--- src/rtl/piso_serializer.sv ---
// piso_serializer: accepts a WIDTH-bit word over valid/ready and shifts it out one bit per clock
// with a serial valid strobe and a last-bit marker; back-to-back words stream with no gap.
module piso_serializer #(
  parameter int WIDTH     = 4,
  parameter bit MSB_FIRST = 1'b0
) (
  input  logic             CLK,
  input  logic             RST,
  input  logic [WIDTH-1:0] D,
  input  logic             D_VALID,
  output logic             D_READY,
  output logic             SOUT,
  output logic             SVALID,
  output logic             SLAST,
  output logic             BUSY
);
  localparam int CW = $clog2(WIDTH);
  typedef enum logic {IDLE, SHIFT} state_t;
  state_t state_q, state_d;
  logic [WIDTH-1:0] sr_q, sr_d;
  logic [CW-1:0] cnt_q, cnt_d;
  logic sout_q, sout_d, svalid_q, svalid_d, slast_q, slast_d, rdy_q, rdy_d;
  logic accept, step;
  always_ff @(posedge CLK or posedge RST) begin
    if (RST) begin
      state_q  <= IDLE;
      sr_q     <= '0;
      cnt_q    <= '0;
      sout_q   <= 1'b0;
      svalid_q <= 1'b0;
      slast_q  <= 1'b0;
      rdy_q    <= 1'b1;
    end else begin
      state_q  <= state_d;
      sr_q     <= sr_d;
      cnt_q    <= cnt_d;
      sout_q   <= sout_d;
      svalid_q <= svalid_d;
      slast_q  <= slast_d;
      rdy_q    <= rdy_d;
    end
  end
  // The shift register holds only the bits still to be sent; the current bit already sits in sout_q.
  always_comb begin
    accept   = D_VALID && rdy_q;
    step     = (state_q == SHIFT) && (cnt_q != '0);
    state_d  = (accept || step) ? SHIFT : IDLE;
    sr_d     = accept ? (MSB_FIRST ? D << 1 : D >> 1)
             : step   ? (MSB_FIRST ? sr_q << 1 : sr_q >> 1) : '0;
    sout_d   = accept ? (MSB_FIRST ? D[WIDTH-1] : D[0])
             : step   ? (MSB_FIRST ? sr_q[WIDTH-1] : sr_q[0]) : 1'b0;
    cnt_d    = accept ? CW'(WIDTH - 1) : step ? cnt_q - 1'b1 : '0;
    svalid_d = accept || step;
    slast_d  = step && (cnt_q == CW'(1));
    rdy_d    = !(accept || step) || slast_d;
  end
  assign D_READY = rdy_q;
  assign SOUT    = sout_q;
  assign SVALID  = svalid_q;
  assign SLAST   = slast_q;
  assign BUSY    = svalid_q;
endmodule

--- config.mk ---
export PLATFORM = sky130hd
export DESIGN_NAME = piso_serializer
export DESIGN_NICKNAME = d
export VERILOG_FILES = /design/src/rtl/piso_serializer.sv
export SDC_FILE = /design/constraint.sdc
export NUM_CORES = 1
export LEC_CHECK = 0
export ABC_AREA = 0
export CORE_AREA = 2 2 39 41
export DETAILED_ROUTE_END_ITERATION = 7
export DIE_AREA = 0 0 41 43
export PLACE_DENSITY_LB_ADDON = 0.3
export SYNTH_ARGS = -nofsm -noshare
export SYNTH_HDL_FRONTEND = slang
export SYNTH_SLANG_ARGS = --single-unit
--- constraint.sdc ---
create_clock -name CLK -period 2.3 [get_ports CLK]
set_clock_uncertainty 0.15 [all_clocks]
set_input_delay 0.46 -clock CLK [delete_from_list [all_inputs] [get_ports CLK]]
set_output_delay 0.46 -clock CLK [all_outputs]
set_load 0.01 [all_outputs]
After elaboration in Yosys (flattened, before gate mapping)
Index checks and enable logic that the tools add are counted.

storage, ports and cells
  register bits after elaboration = 11
  bits in latches = 0
  RAM bits = 0
  bits in read-only memories = 0
  input bits = 7
  output and inout port bits = 5
  logic and storage cells = 23
  memories = 0

cells by class
  $add $sub $neg = 1
  $mul = 0
  divide/modulo/power cells = 0
  $lt $le $gt $ge = 0
  equality and inequality tests = 1
  shift operators = 0
  mux-type cells = 7
  bitwise operators = 0
  reductions and logical operators = 7

operators by type and width
  cell                                                 count
  two-way mux 3 bit                                    2
  two-way mux 2 bit                                    2
  logical AND 1 bit                                    3
  two-way mux 1 bit                                    3
  equality test 2 x 1 -> 1 bit, second input constant  1
  logical OR 1 bit                                     2
  nonzero test 2 bit                                   1
  subtractor 2 x 1 -> 2 bit, second input constant     1
  zero test 1 bit                                      1

Depth between registers and ports, before layout
Gate-level depths: netlist of the first run.

  depth in word-level cells = 5
  depth in mapped cells = 4
  gate-level depth less buffers = 4

Least setup slack after synthesis of the first run
Ideal clock, no wire load.

  path kind = register -> register
  from = register cnt_q[0]
  to = register sout_q, in the netlist SOUT
  setup time = 0.120 ns
  arrival = 0.973 ns
  required time = 2.030 ns
  slack = 1.057 ns
  stages on the path, launching flop included = 5
  buffers on the path = 0
  period minus slack after synthesis = 1.243 ns
  path through = dfrtp_1 > inv_1 > ha_1 > and2b_4 > a31o_2

on the way
  word-level cells in the longest chain between the ends = 4

ends and longest elaborated chain
  item                    line  text
  start, declared         21    logic [CW-1:0] cnt_q, cnt_d;
  start signal, assigned  36    cnt_q <= cnt_d;
  nonzero test 2 bit      46    step = (state_q == SHIFT) && (cnt_q != '0);
  logical AND 1 bit       46
  two-way mux 1 bit       51    : step ? (MSB_FIRST ? sr_q[WIDTH-1] : sr_q[0]) : 1'b0;
  two-way mux 1 bit       50    sout_d = accept ? (MSB_FIRST ? D[WIDTH-1] : D[0])
  named net sout_d        22    logic sout_q, sout_d, svalid_q, svalid_d, slast_q, slast_d, rdy_q, rdy_d;
  end signal, assigned    37    sout_q <= sout_d;
  end, declared           22

The timed path passes the listed nets, and every way through them passes these cells.

Final worst setup path of the first run
  from = register rdy_q, in the netlist D_READY
  to = output D_READY

RTL lines
  item                    line  text
  start, declared         22
  start signal, assigned  40    rdy_q <= rdy_d;
  end, declared           11    output logic D_READY,

No word-level cell between the ends.

==> flow_summary_export.csv, run 1 <==
group,metric,value,unit
clock_network,cts-hold-fix-buffers,0,
die,ios,12,
grt,grt_max_degree,10,
routing,dr_wl_met3,39,um
placement,dp_hpwl,580,um
die,initial_core_util,28.3,%
power,ir_worst_vdd,447,uV
critical_path,arrival,1.37,ns
grt,antenna_found_initial,0,
critical_path,critical_path_class,"reg2out",
final_layout,final_nets,54,
die,rows,14,
placement,io_buffers,11,
logic_synthesis,syn_area,392,um2
power,p_comb_share,42.2,%
routing,wl_per_cell,12.2,um
final_layout,final_cells,60,
clock_network,cts-resized-gates,0,
placement,finalWeightedCongestion,0.709,
logic_synthesis,ys_seq_area_share,57.8,%
routing,routed-wl-met2,407,um
critical_path,worstPathMaxFanout,6,
die,dieHeight,43,um
die,dieArea,0.00176,mm2
critical_path,crit_path_end_kind,"output pin",
clock_network,cts_max_path_buffers,2,
power,power,0.673,mW
sta,slew_violations,0,
job,max-cap-violations,0,
grt,grt_pass1_vias,274,
sta,rsz0062_at_grt,"false",
logic_synthesis,yosys_warnings,0,
routing,drc_errors,0,
die,core_area,0.00138,mm2
power,p_leak,0.266,nW
final_layout,synthToLayoutAreaGrowth,38.3,%
clock_network,clock_latency,0.26,ns
clock_network,clock-sinks,9,
final_layout,finalInstanceArea,542,um2
sta,finalCritPeriodShare,85.9,%
sta,setup_viol,0,
routing,drt_first_pass_iters,1,
final_layout,diodes,0,
routing,drt_wl_total,733,um
grt,grt_overflow,0,
critical_path,cpMaxStageDelayCell,"dfstp_2",
routing,ant_nets,0,
clock_network,cts-root-buf,"clkbuf_4",
critical_path,worst-path-buf-inv,1,
sta,relSlewSlack,77.3,%
sta,tightest_slew,0.341,ns
logic_synthesis,syn_inst,30,
grt,gr-usage-all-layers,10.6,%
placement,dp_cells,56,
critical_path,critical-path-max-stage-delay,0.57,ns
critical_path,path_delay_family,"flip-flops",
placement,place_area,514,um2
logic_synthesis,syn-num-nets,39,
die,fp.dieW,41,um
critical_path,timing.rr.start,"cnt_q[0]$_DFF_PP0_",
critical_path,path_cells,"clkdlybuf4s50_1",
critical_path,rrSetupSlack,1.00,ns
clock_network,path_clk_slew,0.06,ns
critical_path,worstSetupStartpointType,"flip-flop",
routing,vias,263,
clock_network,cts_setup_buffers,0,
power,power_switching,0.212,mW
clock_network,h-tree-depth,1,
clock_network,cts_made_buffers,3,
sta,clock.fmax,0.506,GHz
sta,hold_violations,0,
critical_path,worstPathRequired,1.69,ns
routing,wl_met1,286,um
power,netSwitchingFraction,31.5,%
logic_synthesis,synth-seq-cells,9,
min_path,hp-class,"in2async",
critical_path,cp.depth,1,
logic_synthesis,synth.distinct_cells,14,
sta,period_needed,1.98,ns
routing,drtIter0Drc,0,
routing,viasPerCell,4.38,
power,p_seq_share,39.5,%
power,power.density,1240,mW/mm2
power,intPower,0.461,mW
critical_path,r2r_end,"sr_q[0]$_DFF_PP0_",
final_layout,drive_gt1_share,36.4,%
routing,dr.max_layer_used,"met3",
grt,grt_pass1_wl,1160,um
critical_path,reg2regPathDepth,4,
sta,finalSetupTns,0,ns
logic_synthesis,syn_avg_cell_area,13.1,um2
power,pwr-share-clk,18.2,%
clock_network,cts_tree,"built",
outcome,status,"finished clean",
[synth_stat cells (all sizes together)]
cell type	number	area share, %
dfstp	1	6.7
nand2	2	2.6
buf	1	1.9
o21ai	2	2.6
and2	1	1.6
inv	3	2.9
ha	2	6.4
and2b	1	2.6
a31o	3	6.7
dfrtp	8	51
and3	4	7.7
nand2b	1	3.5
mux2	1	3.8
[state kept, by name, summed over array words and instances, names as in the netlist]
signal,cells
SLAST,1
state_q,1
SOUT,1
sr_q,3
D_READY,1
cnt_q,2
[through the flow]
step / worst slack [ns] / hold WS [ns] / util, %
after global routing: 0.277 / 0.336 / 39.2
after floorplan: 1.06 / 0.137 / -
after CTS: 0.305 / 0.310 / 39.2
final: 0.324 / 0.307 / 39.2
after global placement: 0.613 / 0.323 / 37.2
after detailed placement: 0.604 / 0.334 / 37.2
[worst max path at each step]
stage	slack, ns	to	from
floorplan	1.06	SOUT$_DFF_PP0_	cnt_q[0]$_DFF_PP0_
global placement	0.61	D_READY	D_READY$_DFF_PP1_
detailed placement	0.60	D_READY	D_READY$_DFF_PP1_
CTS	0.31	D_READY	D_READY$_DFF_PP1_
global route	0.28	D_READY	D_READY$_DFF_PP1_
finish	0.32	D_READY	D_READY$_DFF_PP1_
[cells by family (layout without fill, tap and decap cells)]
kind of cell	after synthesis	in the layout	synth area share, %
AND/OR/NAND/NOR	9	9	17.9
adder cells (fa/ha/maj)	2	2	6.39
buffers and inverters	4	18	4.79
AO/OA/AOI/OAI	5	5	9.27
multiplexers	1	1	3.83
flip-flops	9	9	57.8
[routing by layer]
layer | global-route usage [%] | up-vias
met2 | 15.3 | 5
met1 | 11.5 | 129
met5 | 0 | -
met3 | 3.14 | 0
li1 | - | 129
met4 | 10.0 | 0
[cells in the final DEF (no fill, tap or decap)]
| cell type | netlist | layout |
|---|---|---|
| clkbuf_4 | 0 | 3 |
| nand2_1 | 1 | 1 |
| dfstp_2 | 1 | 1 |
| inv_1 | 3 | 3 |
| ha_1 | 2 | 2 |
| nand2b_4 | 1 | 1 |
| clkinv_2 | 0 | 1 |
| and3_2 | 4 | 4 |
| and2b_4 | 1 | 1 |
| nand2_2 | 1 | 1 |
| o21ai_0 | 2 | 2 |
| and2_1 | 1 | 1 |
| mux2_4 | 1 | 1 |
| dfrtp_1 | 8 | 8 |
| a31o_2 | 3 | 3 |
| clkdlybuf4s50_1 | 0 | 11 |
[final cells by class]
class / count / area, um2
inverter: 3 / 11.3
multi-input combinational: 17 / 146
clock buffer: 3 / 22.5
fill: 138 / 842
sequential: 9 / 226
clock inverter: 1 / 5.00
timing repair buffer: 11 / 110
tap: 16 / 20.0
[power by group through the flow]
stage                     Combinational, mW  Clock [mW]  Sequential, mW
after floorplan                       0.169           0           0.277
after global placement                0.278           0           0.265
after detailed placement              0.290           0           0.270
after CTS                             0.292       0.130           0.268
after global routing                  0.317       0.137           0.277
final                                 0.285       0.123           0.266
(Power assumes the default switching activity.)
==> run 2: changes to the inputs <==
==> constraint.sdc (replaced) <==
create_clock -name CLK -period 2.3 [get_ports CLK]
set_clock_uncertainty 0.15 [all_clocks]
set_input_delay 0.23 -clock CLK [delete_from_list [all_inputs] [get_ports CLK]]
set_output_delay 0.23 -clock CLK [all_outputs]
set_load 0.01 [all_outputs]
==> results of run 2 <==
The final DEF is identical to that of run 1. Status: finished clean.
Among the figures that moved: setup slack after placement 0.604 ns -> 0.834 ns; setup slack after layout 0.324 ns -> 0.554 ns; hold slack 0.307 ns -> 0.0768 ns
